`config.mk`:
```
export PLATFORM = sky130hd
export DESIGN_NAME = muldiv_seq
export DESIGN_NICKNAME = d
export VERILOG_FILES = /design/src/rtl/muldiv_seq.sv
export SDC_FILE = /design/constraint.sdc
export NUM_CORES = 1
export LEC_CHECK = 0
export BUFFER_PORTS_ARGS = -buffer_cell sky130_fd_sc_hd__buf_2
export CAP_MARGIN = 30
export CORE_AREA = 2 2 95 97
export CTS_BUF_LIST = sky130_fd_sc_hd__clkbuf_16
export DETAILED_ROUTE_END_ITERATION = 16
export DIE_AREA = 0 0 97 99
export GPL_ROUTABILITY_DRIVEN = 0
export PLACE_DENSITY = 0.73
export SLEW_MARGIN = 30
export SYNTH_ARGS = -nofsm -noshare
export SYNTH_HDL_FRONTEND = slang
export SYNTH_SLANG_ARGS = --single-unit
```
`constraint.sdc`:
```
create_clock -name clk -period 6.45 [get_ports clk]
set_clock_uncertainty 0.05 [all_clocks]
set_input_delay 0.3225 -clock clk [delete_from_list [all_inputs] [get_ports clk]]
set_output_delay 0.3225 -clock clk [all_outputs]
set_load 0.01 [all_outputs]
```
`src/rtl/muldiv_seq.sv`:
```
// Sequencer for the iterative multiplier/divider: start pulse, PC stall, single writeback, div-by-zero and timeout handling.
// Optional HI register and hi_data port are built only when MULDIV_HI_EN is defined.
module muldiv_seq #(
  parameter int TIMEOUT = 64,
  parameter int CNT_W   = 7
) (
  input  logic        clk,
  input  logic        reset,
  input  logic        inst_mul,
  input  logic        inst_div,
  input  logic [31:0] op1,
  input  logic [31:0] op2,
  input  logic [4:0]  dest,
  output logic        mult_begin,
  input  logic        mult_end,
  input  logic [63:0] product,
  output logic        div_begin,
  input  logic        div_end,
  input  logic [31:0] quotient,
  input  logic [31:0] remainder,
  output logic        stall,
  output logic        wb_en,
  output logic [4:0]  wb_addr,
  output logic [31:0] wb_data,
  output logic        busy,
  output logic        div_zero,
  output logic        timeout_err
`ifdef MULDIV_HI_EN
  ,
  output logic [31:0] hi_data
`endif
);

  typedef enum logic [1:0] {
    IDLE     = 2'd0,
    MUL_WAIT = 2'd1,
    DIV_WAIT = 2'd2,
    WB       = 2'd3
  } state_t;

  // The counter is loaded with 1 in the issue cycle so it counts cycles since the begin pulse.
  localparam logic [CNT_W-1:0] CNT_ONE  = CNT_W'(1);
  localparam logic [CNT_W-1:0] CNT_LAST = CNT_W'(TIMEOUT - 1);

  state_t            state, state_nxt;
  logic [CNT_W-1:0]  cnt, cnt_nxt;
  logic [4:0]        dest_q, dest_nxt;
  logic [31:0]       result, result_nxt;
  logic              dz_q, dz_nxt;
  logic              to_q, to_nxt;
`ifdef MULDIV_HI_EN
  logic [31:0]       hi_q, hi_nxt;
`endif

  always_ff @(posedge clk or posedge reset) begin
    if (reset) begin
      state  <= IDLE;
      cnt    <= {CNT_W{1'b0}};
      dest_q <= 5'd0;
      result <= 32'd0;
      dz_q   <= 1'b0;
      to_q   <= 1'b0;
`ifdef MULDIV_HI_EN
      hi_q   <= 32'd0;
`endif
    end else begin
      state  <= state_nxt;
      cnt    <= cnt_nxt;
      dest_q <= dest_nxt;
      result <= result_nxt;
      dz_q   <= dz_nxt;
      to_q   <= to_nxt;
`ifdef MULDIV_HI_EN
      hi_q   <= hi_nxt;
`endif
    end
  end

  always_comb begin
    state_nxt  = state;
    cnt_nxt    = cnt;
    dest_nxt   = dest_q;
    result_nxt = result;
    dz_nxt     = 1'b0;
    to_nxt     = 1'b0;
    mult_begin = 1'b0;
    div_begin  = 1'b0;
`ifdef MULDIV_HI_EN
    hi_nxt     = hi_q;
`endif
    case (state)
      IDLE: begin
        cnt_nxt = {CNT_W{1'b0}};
        if (inst_mul) begin
          mult_begin = 1'b1;
          dest_nxt   = dest;
          cnt_nxt    = CNT_ONE;
          state_nxt  = MUL_WAIT;
        end else if (inst_div) begin
          dest_nxt = dest;
          if (op2 != 32'd0) begin
            div_begin = 1'b1;
            cnt_nxt   = CNT_ONE;
            state_nxt = DIV_WAIT;
          end else begin
            result_nxt = 32'hFFFF_FFFF;
            dz_nxt     = 1'b1;
`ifdef MULDIV_HI_EN
            hi_nxt     = op1;
`endif
            state_nxt  = WB;
          end
        end else begin
          state_nxt = IDLE;
        end
      end
      MUL_WAIT, DIV_WAIT: begin
        if ((state == MUL_WAIT) && mult_end) begin
          result_nxt = product[31:0];
`ifdef MULDIV_HI_EN
          hi_nxt     = product[63:32];
`endif
          cnt_nxt    = {CNT_W{1'b0}};
          state_nxt  = WB;
        end else if ((state == DIV_WAIT) && div_end) begin
          result_nxt = quotient;
`ifdef MULDIV_HI_EN
          hi_nxt     = remainder;
`endif
          cnt_nxt    = {CNT_W{1'b0}};
          state_nxt  = WB;
        end else if (cnt >= CNT_LAST) begin
          result_nxt = 32'd0;
          to_nxt     = 1'b1;
`ifdef MULDIV_HI_EN
          hi_nxt     = 32'd0;
`endif
          cnt_nxt    = {CNT_W{1'b0}};
          state_nxt  = WB;
        end else begin
          cnt_nxt = cnt + CNT_ONE;
        end
      end
      WB: begin
        // The same instruction is still presented here, so decode is ignored.
        state_nxt = IDLE;
      end
      default: begin
        state_nxt = IDLE;
        cnt_nxt   = {CNT_W{1'b0}};
      end
    endcase
  end

  assign stall       = ((state == IDLE) && (inst_mul || inst_div)) ||
                       (state == MUL_WAIT) || (state == DIV_WAIT);
  assign busy        = (state != IDLE);
  assign wb_en       = (state == WB);
  assign wb_addr     = (state == WB) ? dest_q : 5'd0;
  assign wb_data     = (state == WB) ? result : 32'd0;
  assign div_zero    = (state == WB) && dz_q;
  assign timeout_err = (state == WB) && to_q;
`ifdef MULDIV_HI_EN
  assign hi_data     = hi_q;
`endif

  // product[63:32] and remainder only feed the HI register.
  logic unused_hi;
  assign unused_hi = ^{product[63:32], remainder};

endmodule

```
After elaboration in Yosys (flattened, before gate mapping)
Index checks and enable logic that the tools add are counted.
{"block": "classes", "muxes": 39, "n_eq_ne": 7, "reduce_logical": 16, "order_cmp": 1, "add_sub_neg": 1}
{"op": "32-bit two-way mux", "count": 7}
{"op": "32-bit case mux with 2 select lines", "count": 1}
{"op": "32-bit nonzero test", "count": 1}
{"op": "7-bit two-way mux", "count": 3}
{"op": "1-bit two-way mux", "count": 18}
{"op": "5-bit two-way mux", "count": 3}
{"op": "7-bit case mux with 2 select lines", "count": 1}
{"op": "2-bit two-way mux", "count": 5}
{"op": "7-bit by 1-bit adder with 7-bit output, second input constant", "count": 1}
{"op": "7-bit by 6-bit greater-or-equal comparator with 1-bit output, second input constant", "count": 1}
{"op": "2-bit != test, second input constant", "count": 3}
{"op": "2-bit case mux with 3 select lines", "count": 1}
{"op": "2-bit nonzero test", "count": 3}
{"op": "1-bit logical AND", "count": 5}
{"op": "5-bit AND reduction", "count": 1}
{"op": "2-bit == test, second input constant", "count": 2}
{"op": "4-bit != test, second input constant", "count": 1}
{"op": "1-bit logical OR", "count": 3}
{"op": "2-bit by 1-bit == test with 1-bit output, second input constant", "count": 1}
{"op": "2-bit zero test", "count": 1}
{"op": "2-bit AND reduction", "count": 1}
{"op": "2-bit OR reduction", "count": 1}
{"block": "totals", "register_bits": 48, "inputBits": 203, "out_inout_bits": 44}

Logic depth before layout (Yosys ltp)
{"block": "logic_depth", "ltp_word": 5, "mapped_depth": 10}

Worst setup path after synthesis
OpenSTA, ideal clock, no wires.
{"block": "synth_timing", "path_kind": "flip-flop to flip-flop", "from": "register state[0]", "to": "register result[0]", "path_buffers": 3, "setup_slack_ns": 4.235, "setup_time_ns": 0.125, "t_arrival_ns": 2.039, "stages_incl_launch_ff": 10, "cell_sequence": "dfrtp_1 -> inv_1 -> ha_1 -> clkbuf_1 -> nand3b_4 -> or2_0 -> buf_2 -> nand3_2 -> buf_6 -> mux2_4"}
{"block": "synth_between", "elab_chain_len": 5, "elab_cells_between_ends": 15, "classes_between": "6 x eq/ne; 3 x mux; 6 x reduce/logical"}
{"element": "from (decl)", "line": "45", "text": "state_t state, state_nxt;"}
{"element": "from (signal assigned)", "line": "67", "text": "state <= state_nxt;"}
{"element": "2-bit == test", "line": "91, 125"}
{"element": "1-bit logical AND", "line": "125", "text": "end else if ((state == DIV_WAIT) && div_end) begin"}
{"element": "32-bit two-way mux", "line": "125"}
{"element": "32-bit two-way mux", "line": "118", "text": "if ((state == MUL_WAIT) && mult_end) begin"}
{"element": "32-bit case mux with 2 select lines", "line": "91", "text": "case (state)"}
{"element": "to (signal assigned)", "line": "70", "text": "result <= result_nxt;"}
{"element": "to (decl)", "line": "48", "text": "logic [31:0] result, result_nxt;"}
Several ways; a longest one is shown, not always the timed one.
A chain may end at the register's enable or synchronous reset.

Final worst setup path
{"block": "layout_timing", "from": "register state[1]", "to": "register result[19]"}
The elaborated chain is that of the path after synthesis.

==> impl_metrics.ini <==
[run_status]
outcome = finished clean

[route]
vias_per_cell = 4.784
totalWireLength_mm = 8.204
drc = 0
post_drt_wl_per_cell_um = 14.49
first_iter_violations = 70
ant_nets = 0
drtPass1Iterations = 4
vias = 2708

[clocking]
worstSkewPairLatency_ns = 0.28
cts.path.max_buffers = 2
ctsResizeCount = 0
htreeDepth = 2
clkTransAtPathRegs_ns = 0.07
cts-buffers-inserted = 5
hold_buffers = 0
cts_root_buf = clkbuf_16
cts_tree = done
cts.sinks = 48
cts_setup_buffers = 0

[yosys]
synth_area_mm2 = 0.002954
synth_nets = 526
ys_seq_elements = 48
syn_inst = 317
yosys-top-cells-area = dfrtp_1 41%, mux2_4 15%, nand2_1 9.3%, and2_1 8.7%, nand3_1 6.1%
yosysSeqAreaShare = 0.4066
yosysWarnings = 0
avgSynthCellArea_um2 = 9.319
yosys.area.top_type = dfrtp_1
synth_top_area_frac = 0.4066
synth_cell_type_count = 32

[critical_path]
crit_arrival_ns = 3.25
critical_path.cell_chain = inv_1 -> ha_2 -> nand3b_4 -> or2_0 -> nand3_2 -> buf_4 -> mux2_2
worstPathRequired_ns = 6.57
crit_start = state[1]
crit_type = reg -> reg
cp-start-kind = register
rr_worst_depth = 7
critPathTopFamily = simple AND/OR/NAND/NOR gates
r2r_start = state[1]
worstPathMaxFanout = 35
worst-path-buf-inv = 2
reg2reg_to = result[19]
cp-end-kind = register
rrSetupSlack_ns = 3.31
cpMaxStageDelayCell = ha_2
critPathMaxStageDelay_ns = 0.78

[timing]
setup-violations-final = 0
setup_tns_ns = 0
drv_slew = 0
hold_viol = 0
slew_headroom = 0.4749
max_freq_ghz = 0.3186
rsz0062_at_grt = false
max_slew.worst_pin.slew_ns = 0.7824
min_period_ns = 3.139
finalCritPeriodShare = 0.4866

[die]
core-area_mm2 = 0.008551
io_pins = 247
die_w_um = 97
dieHeight_um = 99
design.die.area_mm2 = 0.009603
num_rows = 34
start_util = 0.3455

[pwr]
leakage_nw = 2.059
powerDensity_mw_per_mm2 = 563.6
ir_drop_mv = 0.2708

[finish]
fin_cells = 566
fillCellCount = 839
antenna_cells = 0
finalNetCount = 666
final_common_cell = buf_2
drive_above_1_share = 0.4498
area_delta_synth_final_pct = 34.99
utilization = 0.4663
layout_common_cells = 150 x buf_2, 73 x nand2_1, 48 x dfrtp_1

[placement]
io_buffers = 150
dp_cells = 558
hpwl_mm = 6.177

[global_routing]
antenna_found_initial = 0
grt_max_degree = 49
grtUsageTotal = 0.1733
grt_pass1_wl_mm = 13.52
grt_overflow = 0
first_global_vias = 2742

[run]
drv_cap = 0

[min_path]
hp-class = in -> async
[cell usage after synthesis]
cell,number
nand4_1,3
nand2_1,73
a31oi_1,1
inv_1,9
o21bai_1,1
a41oi_1,1
o41ai_2,1
o41ai_1,1
or3_1,1
nor2b_1,2
mux2i_1,2
nand3_1,36
and2_1,41
o22a_1,1
a21oi_1,6
or2_0,1
nand3_2,1
clkbuf_1,15
nor3_1,1
nand3b_4,1
o21ai_1,1
or2_2,1
ha_1,6
a2bb2oi_1,1
dfrtp_1,48
nor2_1,9
buf_2,2
buf_6,3
o21ai_0,3
mux2_2,7
mux2_4,30
nor4_1,8
[worst max path at each step]
stage / endpoint / slack (ns) / cells after the start
floorplan: result[0] / 4.24 / 9
global placement: result[19] / 3.05 / 7
detailed placement: result[19] / 3.29 / 7
CTS: result[19] / 3.27 / 7
global route: result[19] / 3.09 / 7
finish: result[19] / 3.31 / 7
[metrics by stage]
stage / setup slack [ns] / area, um2 / hold slack (ns) / power (mW)
floorplan: 4.235 / 2954 / 0.4162 / 1.575
global route: 3.090 / 3988 / 0.1258 / 2.428
CTS: 3.270 / 3988 / 0.09519 / 2.276
detailed placement: 3.291 / 3772 / 0.3979 / 1.892
global placement: 3.046 / 3765 / 0.4280 / 1.863
finish: 3.311 / 3988 / 0.07548 / 2.247
[layer usage]
| metal | routed length [um] | GRT usage | vias up | part of all wire |
|---|---|---|---|---|
| li1 | - | - | 1342 | - |
| met1 | 3566 | 0.2171 | 1271 | 0.43 |
| met2 | 3762 | 0.2901 | 93 | 0.46 |
| met3 | 859 | 0.07163 | 2 | 0.10 |
| met4 | 16 | 0.02167 | 0 | 0.0020 |
| met5 | 0 | 0 | - | 0 |
[logic make-up (layout without fill, tap and decap cells)]
| logic type | Yosys count | after routing | synth area share |
|---|---|---|---|
| adders and majority gates | 6 | 6 | 0.02541 |
| AOI/OAI and AO/OA | 17 | 17 | 0.03897 |
| and+or+nand+nor | 178 | 178 | 0.2978 |
| buffers and inverters | 29 | 170 | 0.04532 |
| DFF | 48 | 48 | 0.4066 |
| muxes | 39 | 39 | 0.1859 |
[layout make-up]
type / count / area [um2] / share of cell area
inverters: 9 / 36.28 / 0.009099
well taps: 108 / 135.1 / 0.03389
clock inverters: 3 / 90.09 / 0.02259
flip-flops and latches: 48 / 1201 / 0.3012
multi-input cells: 240 / 1627 / 0.4079
repair buffers: 153 / 773.2 / 0.1939
clock buffers: 5 / 125.1 / 0.03138
[where the power goes]
part | internal [mW] | leakage, nW | total (mW) | switching (mW)
clock network | 0.261 | 0.104 | 0.367 | 0.106
logic | 0.695 | 1.39 | 1.34 | 0.641
registers | 0.453 | 0.569 | 0.544 | 0.0911
[flip-flops by register name, summed over array words and instances, names as in the netlist]
register	cells
to_q	1
dest_q	5
cnt	7
state	2
dz_q	1
result	32
(Power assumes the default switching activity.)
